--- src/rtl/lru8_set_ctrl.sv ---
// lru8_set_ctrl: per-set 8-way true-LRU rank store with hit/fill arbitration and init sweep; define LRU8_BYPASS_EN to forward S1 results for same-set back-to-back grants
module lru8_set_ctrl #(
    parameter int WAYS_LOG = 3,
    parameter int SETS_LOG = 5
) (
    input  logic                i_clk,
    input  logic                i_rst_n,
    input  logic                i_flush,
    output logic                o_ready,
    input  logic                i_hit_req,
    input  logic [SETS_LOG-1:0] i_hit_set,
    input  logic [WAYS_LOG-1:0] i_hit_way,
    output logic                o_hit_gnt,
    input  logic                i_fill_req,
    input  logic [SETS_LOG-1:0] i_fill_set,
    output logic                o_fill_gnt,
    output logic                o_vic_vld,
    output logic [WAYS_LOG-1:0] o_vic_way
);
    localparam int WAYS = 1 << WAYS_LOG;
    localparam int SETS = 1 << SETS_LOG;
    localparam int VW   = WAYS * WAYS_LOG;

    typedef enum logic {ST_INIT, ST_RUN} state_t;
    typedef enum logic {PRIO_FILL, PRIO_HIT} prio_t;

    state_t              r_state, w_state_nxt;
    logic [SETS_LOG-1:0] r_ptr, w_ptr_nxt;
    prio_t               r_prio;
    logic [VW-1:0]       r_mem [SETS];
    logic                r_s1_vld;
    logic [SETS_LOG-1:0] r_s1_set;
    logic [WAYS_LOG-1:0] r_s1_way;
    logic [VW-1:0]       r_s1_vec;
    logic                r_vic_vld;
    logic [WAYS_LOG-1:0] r_vic_way;
    logic                w_run, w_hit_blk, w_fill_blk, w_fill_wins, w_hit_gnt, w_fill_gnt;
    logic [SETS_LOG-1:0] w_sel_set;
    logic [VW-1:0]       w_rd_vec, w_s1_new, w_init_vec;
    logic [WAYS_LOG-1:0] w_vic, w_s1_old;

    assign o_ready    = (r_state == ST_RUN);
    assign o_hit_gnt  = w_hit_gnt;
    assign o_fill_gnt = w_fill_gnt;
    assign o_vic_vld  = r_vic_vld;
    assign o_vic_way  = r_vic_way;

    // sweep pattern: way w gets rank w
    always_comb begin
        w_init_vec = '0;
        for (int w = 0; w < WAYS; w++) w_init_vec[w*WAYS_LOG +: WAYS_LOG] = WAYS_LOG'(w);
    end

    // state register and sweep pointer
    always_ff @(posedge i_clk or negedge i_rst_n) begin
        if (!i_rst_n) begin
            r_state <= ST_INIT;
            r_ptr   <= '0;
        end else begin
            r_state <= w_state_nxt;
            r_ptr   <= w_ptr_nxt;
        end
    end

    // next state: flush restarts the sweep from set 0, sweep ends after the last set
    always_comb begin
        w_state_nxt = r_state;
        w_ptr_nxt   = r_ptr;
        if (i_flush) begin
            w_state_nxt = ST_INIT;
            w_ptr_nxt   = '0;
        end else if (r_state == ST_INIT) begin
            w_ptr_nxt = r_ptr + 1'b1;
            if (r_ptr == SETS_LOG'(SETS - 1)) w_state_nxt = ST_RUN;
        end
    end

    assign w_run = (r_state == ST_RUN) && !i_flush;
`ifdef LRU8_BYPASS_EN
    assign w_hit_blk  = 1'b0;
    assign w_fill_blk = 1'b0;
`else
    assign w_hit_blk  = r_s1_vld && (r_s1_set == i_hit_set);
    assign w_fill_blk = r_s1_vld && (r_s1_set == i_fill_set);
`endif
    // a stalled winner hands the slot to the other requester without moving prio
    assign w_fill_wins = i_fill_req && (!i_hit_req || r_prio == PRIO_FILL);
    assign w_hit_gnt   = w_run && i_hit_req && !w_hit_blk && (!w_fill_wins || w_fill_blk);
    assign w_fill_gnt  = w_run && i_fill_req && !w_fill_blk && (w_fill_wins || w_hit_blk);
    assign w_sel_set   = w_fill_gnt ? i_fill_set : i_hit_set;

    // S0 read, taking the S1 result when it targets the same set
    always_comb begin
        w_rd_vec = r_mem[w_sel_set];
`ifdef LRU8_BYPASS_EN
        if (r_s1_vld && r_s1_set == w_sel_set) w_rd_vec = w_s1_new;
`endif
    end

    // victim is the way currently holding the LRU rank
    always_comb begin
        w_vic = '0;
        for (int w = 0; w < WAYS; w++)
            if (w_rd_vec[w*WAYS_LOG +: WAYS_LOG] == WAYS_LOG'(WAYS - 1)) w_vic = WAYS_LOG'(w);
    end

    assign w_s1_old = r_s1_vec[r_s1_way*WAYS_LOG +: WAYS_LOG];

    // S1 update: target becomes MRU, ways more recent than it age by one
    always_comb begin
        w_s1_new = r_s1_vec;
        for (int w = 0; w < WAYS; w++) begin
            if (WAYS_LOG'(w) == r_s1_way) w_s1_new[w*WAYS_LOG +: WAYS_LOG] = '0;
            else if (r_s1_vec[w*WAYS_LOG +: WAYS_LOG] < w_s1_old)
                w_s1_new[w*WAYS_LOG +: WAYS_LOG] = r_s1_vec[w*WAYS_LOG +: WAYS_LOG] + 1'b1;
        end
    end

    // arbitration priority, S1 pipeline register and victim return
    always_ff @(posedge i_clk or negedge i_rst_n) begin
        if (!i_rst_n) begin
            r_prio    <= PRIO_FILL;
            r_s1_vld  <= 1'b0;
            r_s1_set  <= '0;
            r_s1_way  <= '0;
            r_s1_vec  <= '0;
            r_vic_vld <= 1'b0;
            r_vic_way <= '0;
        end else begin
            if (i_hit_req && i_fill_req && (w_fill_wins ? w_fill_gnt : w_hit_gnt))
                r_prio <= w_fill_wins ? PRIO_HIT : PRIO_FILL;
            r_s1_vld <= w_hit_gnt || w_fill_gnt;
            if (w_hit_gnt || w_fill_gnt) begin
                r_s1_set <= w_sel_set;
                r_s1_way <= w_fill_gnt ? w_vic : i_hit_way;
                r_s1_vec <= w_rd_vec;
            end
            r_vic_vld <= w_fill_gnt;
            if (w_fill_gnt) r_vic_way <= w_vic;
        end
    end

    // rank storage: sweep writes and S1 write-backs never coincide
    always_ff @(posedge i_clk) begin
        if (r_state == ST_INIT) r_mem[r_ptr] <= w_init_vec;
        else if (r_s1_vld) r_mem[r_s1_set] <= w_s1_new;
    end
endmodule

--- config.mk ---
export PLATFORM = sky130hd
export DESIGN_NAME = lru8_set_ctrl
export DESIGN_NICKNAME = d
export VERILOG_FILES = /design/src/rtl/lru8_set_ctrl.sv
export SDC_FILE = /design/constraint.sdc
export NUM_CORES = 1
export LEC_CHECK = 0
export CORE_MARGIN = 2
export CORE_UTILIZATION = 50
export DETAILED_ROUTE_END_ITERATION = 6
export DONT_BUFFER_PORTS = 1
export GPL_ROUTABILITY_DRIVEN = 0
export PLACE_DENSITY = 0.63
export SLEW_MARGIN = 20
export SYNTH_ARGS = -nofsm -noshare
export SYNTH_HDL_FRONTEND = slang
export SYNTH_SLANG_ARGS = --single-unit
--- constraint.sdc ---
create_clock -name i_clk -period 5.8 [get_ports i_clk]
set_input_delay 1.74 -clock i_clk [delete_from_list [all_inputs] [get_ports i_clk]]
set_output_delay 1.74 -clock i_clk [all_outputs]
set_load 0.005 [all_outputs]
==> metrics.md <==
| Metric | Value |
|---|---|
| Fraction of layout cells with a size suffix above 1 | `13.18%` |
| Peak supply drop | `roughly 0.00019 V` |
| Post-synth EDFFs | `768` |
| 1st-iter DRT viols | `between 3000 and 4000` |
| Post-synth top area share | `between 60% and 70%` |
| CP Cell Sequence | `xnor2_1 -> nand4_1 -> o21ai_2 -> nand2_4 -> inv_4 -> a211o_4 -> buf_12 -> a21oi_1 -> a221oi_1 -> a311oi_1 -> nor4_1 -> buf_4 -> nor3b_1 -> o211ai_1 -> a22oi_1` |
| RSZ-0062 raised after global routing | `no` |
| Async S/R FF share, synth | `roughly 5.4%` |
| Synth Register Bits | `slightly above 800` |
| CP max stage cell | `nor3b_1` |
| Top delay family on crit path | `compound AO/OA/AOI/OAI gates` |
| Total negative slack | `0 ps` |
| Mean area per synthesized cell | `about 14 sq um` |
| Vias per cell | `between 6 and 7` |
| GRT Total Usage | `between 20% and 30%` |
| Worst Setup Start Kind | `input pin` |
| Mux cell area share after synthesis | `under 10%` |
| Crit path kind | `input pin to flip-flop` |
| I/O Buffers | `0` |
| Slew @ Worst Pin | `1201 ps` |
| Synth Area in XOR/XNOR | `less than 1%` |
| Synth Area in Adders | `less than 1%` |
| Worst slack, placed | `~160 ps` |
| Starting Density | `between 50% and 60%` |
| Routed wire per std cell | `roughly 28 microns` |
| Area grow syn2layout | `12.92%` |
| First-pass GRT wire length | `between 100000 and 150000 microns` |
| Crit. End Element | `flip-flop` |
| Final worst setup slack | `~600 ps` |
| DR DRC count | `0` |
| Final Max Tran Viols | `0` |
| Core Region | `around 0.067 sq mm` |
| P per Cell Area | `around 320 mW/mm^2` |
| Post-CTS Hold Fix Bufs | `0` |
| Yosys top cell by area | `edfxtp_1` |
| Setup Fix Bufs, Post-CTS | `0` |
| Reg clk slew, reported paths | `60 ps` |
| Fin Clk Skew | `between 20 and 25 ps` |
| Post-Synthesis Cells | `about 2500` |
| Worst skew pair latency | `roughly 640 ps` |
| TritonCTS Buffers | `83` |
| Half-perimeter wire length after placement | `between 50000 and 60000 microns` |
| Die area | `about 0.070 sq mm` |
| # rows | `95` |
| Yosys warning count | `0` |
| CTS H-tree depth | `3` |
| Top_reg_cell synth | `edfxtp_1` |
| Worst Hold Class | `flip-flop to flip-flop` |
| Bufs and invs on worst path | `3` |
| Clk root buf | `clkbuf_16` |
| Largest family of logic cells by synthesized area | `simple AND/OR/NAND/NOR gates` |
| Max-Cap Viols | `0` |
| Post-synth cell types | `~80` |
| Post-route antenna net violation count | `0` |
| Post-layout nets | `roughly 2600` |
| Rel. slew slack | `between 10% and 20%` |
| Period utilization | `89.42%` |
| Setup violations, final | `0` |
| Worst Path Required | `approximately 6300 ps` |
| Peak Freq | `approximately 190 MHz` |
| Worst Path Arrival | `5720 ps` |
| Die Y | `264.4 microns` |
| Syn Nets | `around 2500` |
| Antenna violations before repair | `2` |
| Top-level I/O count | `25` |
| Worst-path maximum fanout | `36` |
| Simple-Gate Fraction of Synth Area | `a little under an eighth` |
| Pleak | `~13 nW` |
| Post-synthesis sequential area ratio | `roughly 70%` |
| Final hold violation count | `0` |
| Status | `finished clean` |
| Post-CTS Resized | `0` |
| Drt total wl | `98150 microns` |
| Clock sinks | `812` |
| Largest cells by area after synthesis | `edfxtp_1 (68%), nand2_1 (5.3%), dfrtp_1 (3.2%)` |
| Vias in the first global route | `between 20000 and 25000` |
| Synthesized area | `0.03390 sq mm` |
| Max incr delay on CP | `650 ps` |
| Pre-antenna DRT Iters | `5` |
| Synth Area in Compound Gates | `about 9.0%` |
| Minimum clock period | `5187 ps` |
| CTS tree | `done` |
| Max clock buf depth | `3` |
| Die outline width | `264.4 microns` |
| Via count | `around 22000` |
| GRT overflow | `0` |
| Pin count of the biggest net entering global routing | `around 70` |
[per-stage QoR]
step	cells	hold WS (ps)	utilization, %	instance area (sq um)	total power [mW]
floorplan	2455	490.6	-	33900	7.176
global placement	3294	555.4	53.10	35660	7.481
detailed placement	3295	558.5	53.15	35690	7.500
CTS	3445	574.0	56.90	38210	12.45
global route	3445	616.2	56.99	38280	12.77
finish	3446	569.5	57.00	38280	12.43
[tightest hold or removal path, delay by kind of cell, from the launching register on]
family	cells	cell delay [ps]
compound gates	1	70
flops	1	410
simple gates	1	60
[layer usage]
metal / vias to the layer above / wire length [microns] / GRT usage (%)
li1: 9479 / - / -
met4: 2 / 3195 / 9.628
met3: 174 / 9946 / 4.970
met5: - / 18 / 0
met1: 11250 / 40820 / 40.88
met2: 1173 / 44170 / 42.21
[state kept, by name (all words and copies together) (netlist names)]
register   flops
r_mem        768
r_s1_vec      24
r_ptr          5
r_s1_set       5
o_vic_way      3
r_s1_way       3
o_ready        1
o_vic_vld      1
r_prio         1
r_s1_vld       1
[cell families (layout without fill, tap and decap cells)]
family                     Yosys count  in the layout
and+or+nand+nor                    894            894
DFF                                812            812
AOI/OAI and AO/OA                  429            429
buffers and inverters              171            288
muxes                               94             94
xor gates and xnor gates            29             29
adders and majority gates           26             26
other                                0              1
[cell usage after synthesis (all sizes together), types with 11 or more instances]
| cell type | instances |
|---|---|
| a211oi | 98 |
| a21oi | 66 |
| a221oi | 11 |
| a22oi | 14 |
| a311oi | 59 |
| a31oi | 50 |
| a32oi | 14 |
| and2 | 17 |
| and3 | 77 |
| buf | 120 |
| clkbuf | 44 |
| dfrtp | 44 |
| edfxtp | 768 |
| ha | 26 |
| mux2i | 75 |
| mux4 | 14 |
| nand2 | 485 |
| nand2b | 12 |
| nand3 | 139 |
| nor2 | 105 |
| o21ai | 53 |
| o22ai | 12 |
| xnor2 | 19 |
[path summary, 6_finish.rpt]
check                          endpoint    startpoint  slack, ps  cells after the start
setup / recovery            r_s1_way[1]  i_hit_set[2]        610                     15
hold / removal             r_s1_vec[11]  r_s1_vec[11]        570                      2
setup reg to reg            r_s1_way[1]       o_ready       1010                     14
hold reg to reg            r_s1_vec[11]  r_s1_vec[11]        570                      2
max in group asynchronous   r_s1_vec[3]       i_rst_n       4870                      0
min in group asynchronous      r_ptr[0]       i_rst_n        810                      0
[layout make-up]
cell class	count	area (sq um)
repair buffers	131	1229
clock buffers	111	2223
inverters	7	28.78
flip-flops and latches	812	24160
clock inverters	39	296.5
multi-input cells	1472	9244
diodes	1	2.502
well taps	873	1092
fillers	5183	28880
[report_power, final]
group | internal, mW | total (mW) | switching [mW] | leakage [nW]
combinational | 0.330 | 0.936 | 0.606 | 4.39
clock | 2.83 | 5.03 | 2.20 | 1.21
sequential | 6.40 | 6.47 | 0.0655 | 7.47
[placed cells by master (no fill, tap or decap), types with 10 or more instances in the layout]
| cell | synthesis | layout |
|---|---|---|
| clkbuf_1 | 43 | 25 |
| a22oi_1 | 14 | 14 |
| and2_1 | 16 | 15 |
| a211oi_1 | 97 | 97 |
| o22ai_1 | 12 | 12 |
| mux4_2 | 14 | 14 |
| a32oi_1 | 14 | 14 |
| a221oi_1 | 11 | 11 |
| clkinv_1 | 1 | 21 |
| buf_4 | 21 | 112 |
| xor2_1 | 10 | 10 |
| a311oi_1 | 58 | 58 |
| nand3_1 | 138 | 138 |
| buf_12 | 1 | 18 |
| nand2_1 | 483 | 482 |
| and3_1 | 77 | 77 |
| nor2_4 | 0 | 34 |
| xnor2_1 | 17 | 17 |
| a31oi_1 | 50 | 48 |
| edfxtp_1 | 768 | 768 |
| a21oi_1 | 65 | 64 |
| ha_1 | 26 | 26 |
| mux2i_1 | 75 | 74 |
| dfrtp_1 | 44 | 44 |
| nand2b_1 | 12 | 12 |
| nor2_1 | 105 | 67 |
| o21ai_0 | 49 | 37 |
| clkbuf_16 | 0 | 84 |
Note: power is estimated with default switching activity, not from simulation.
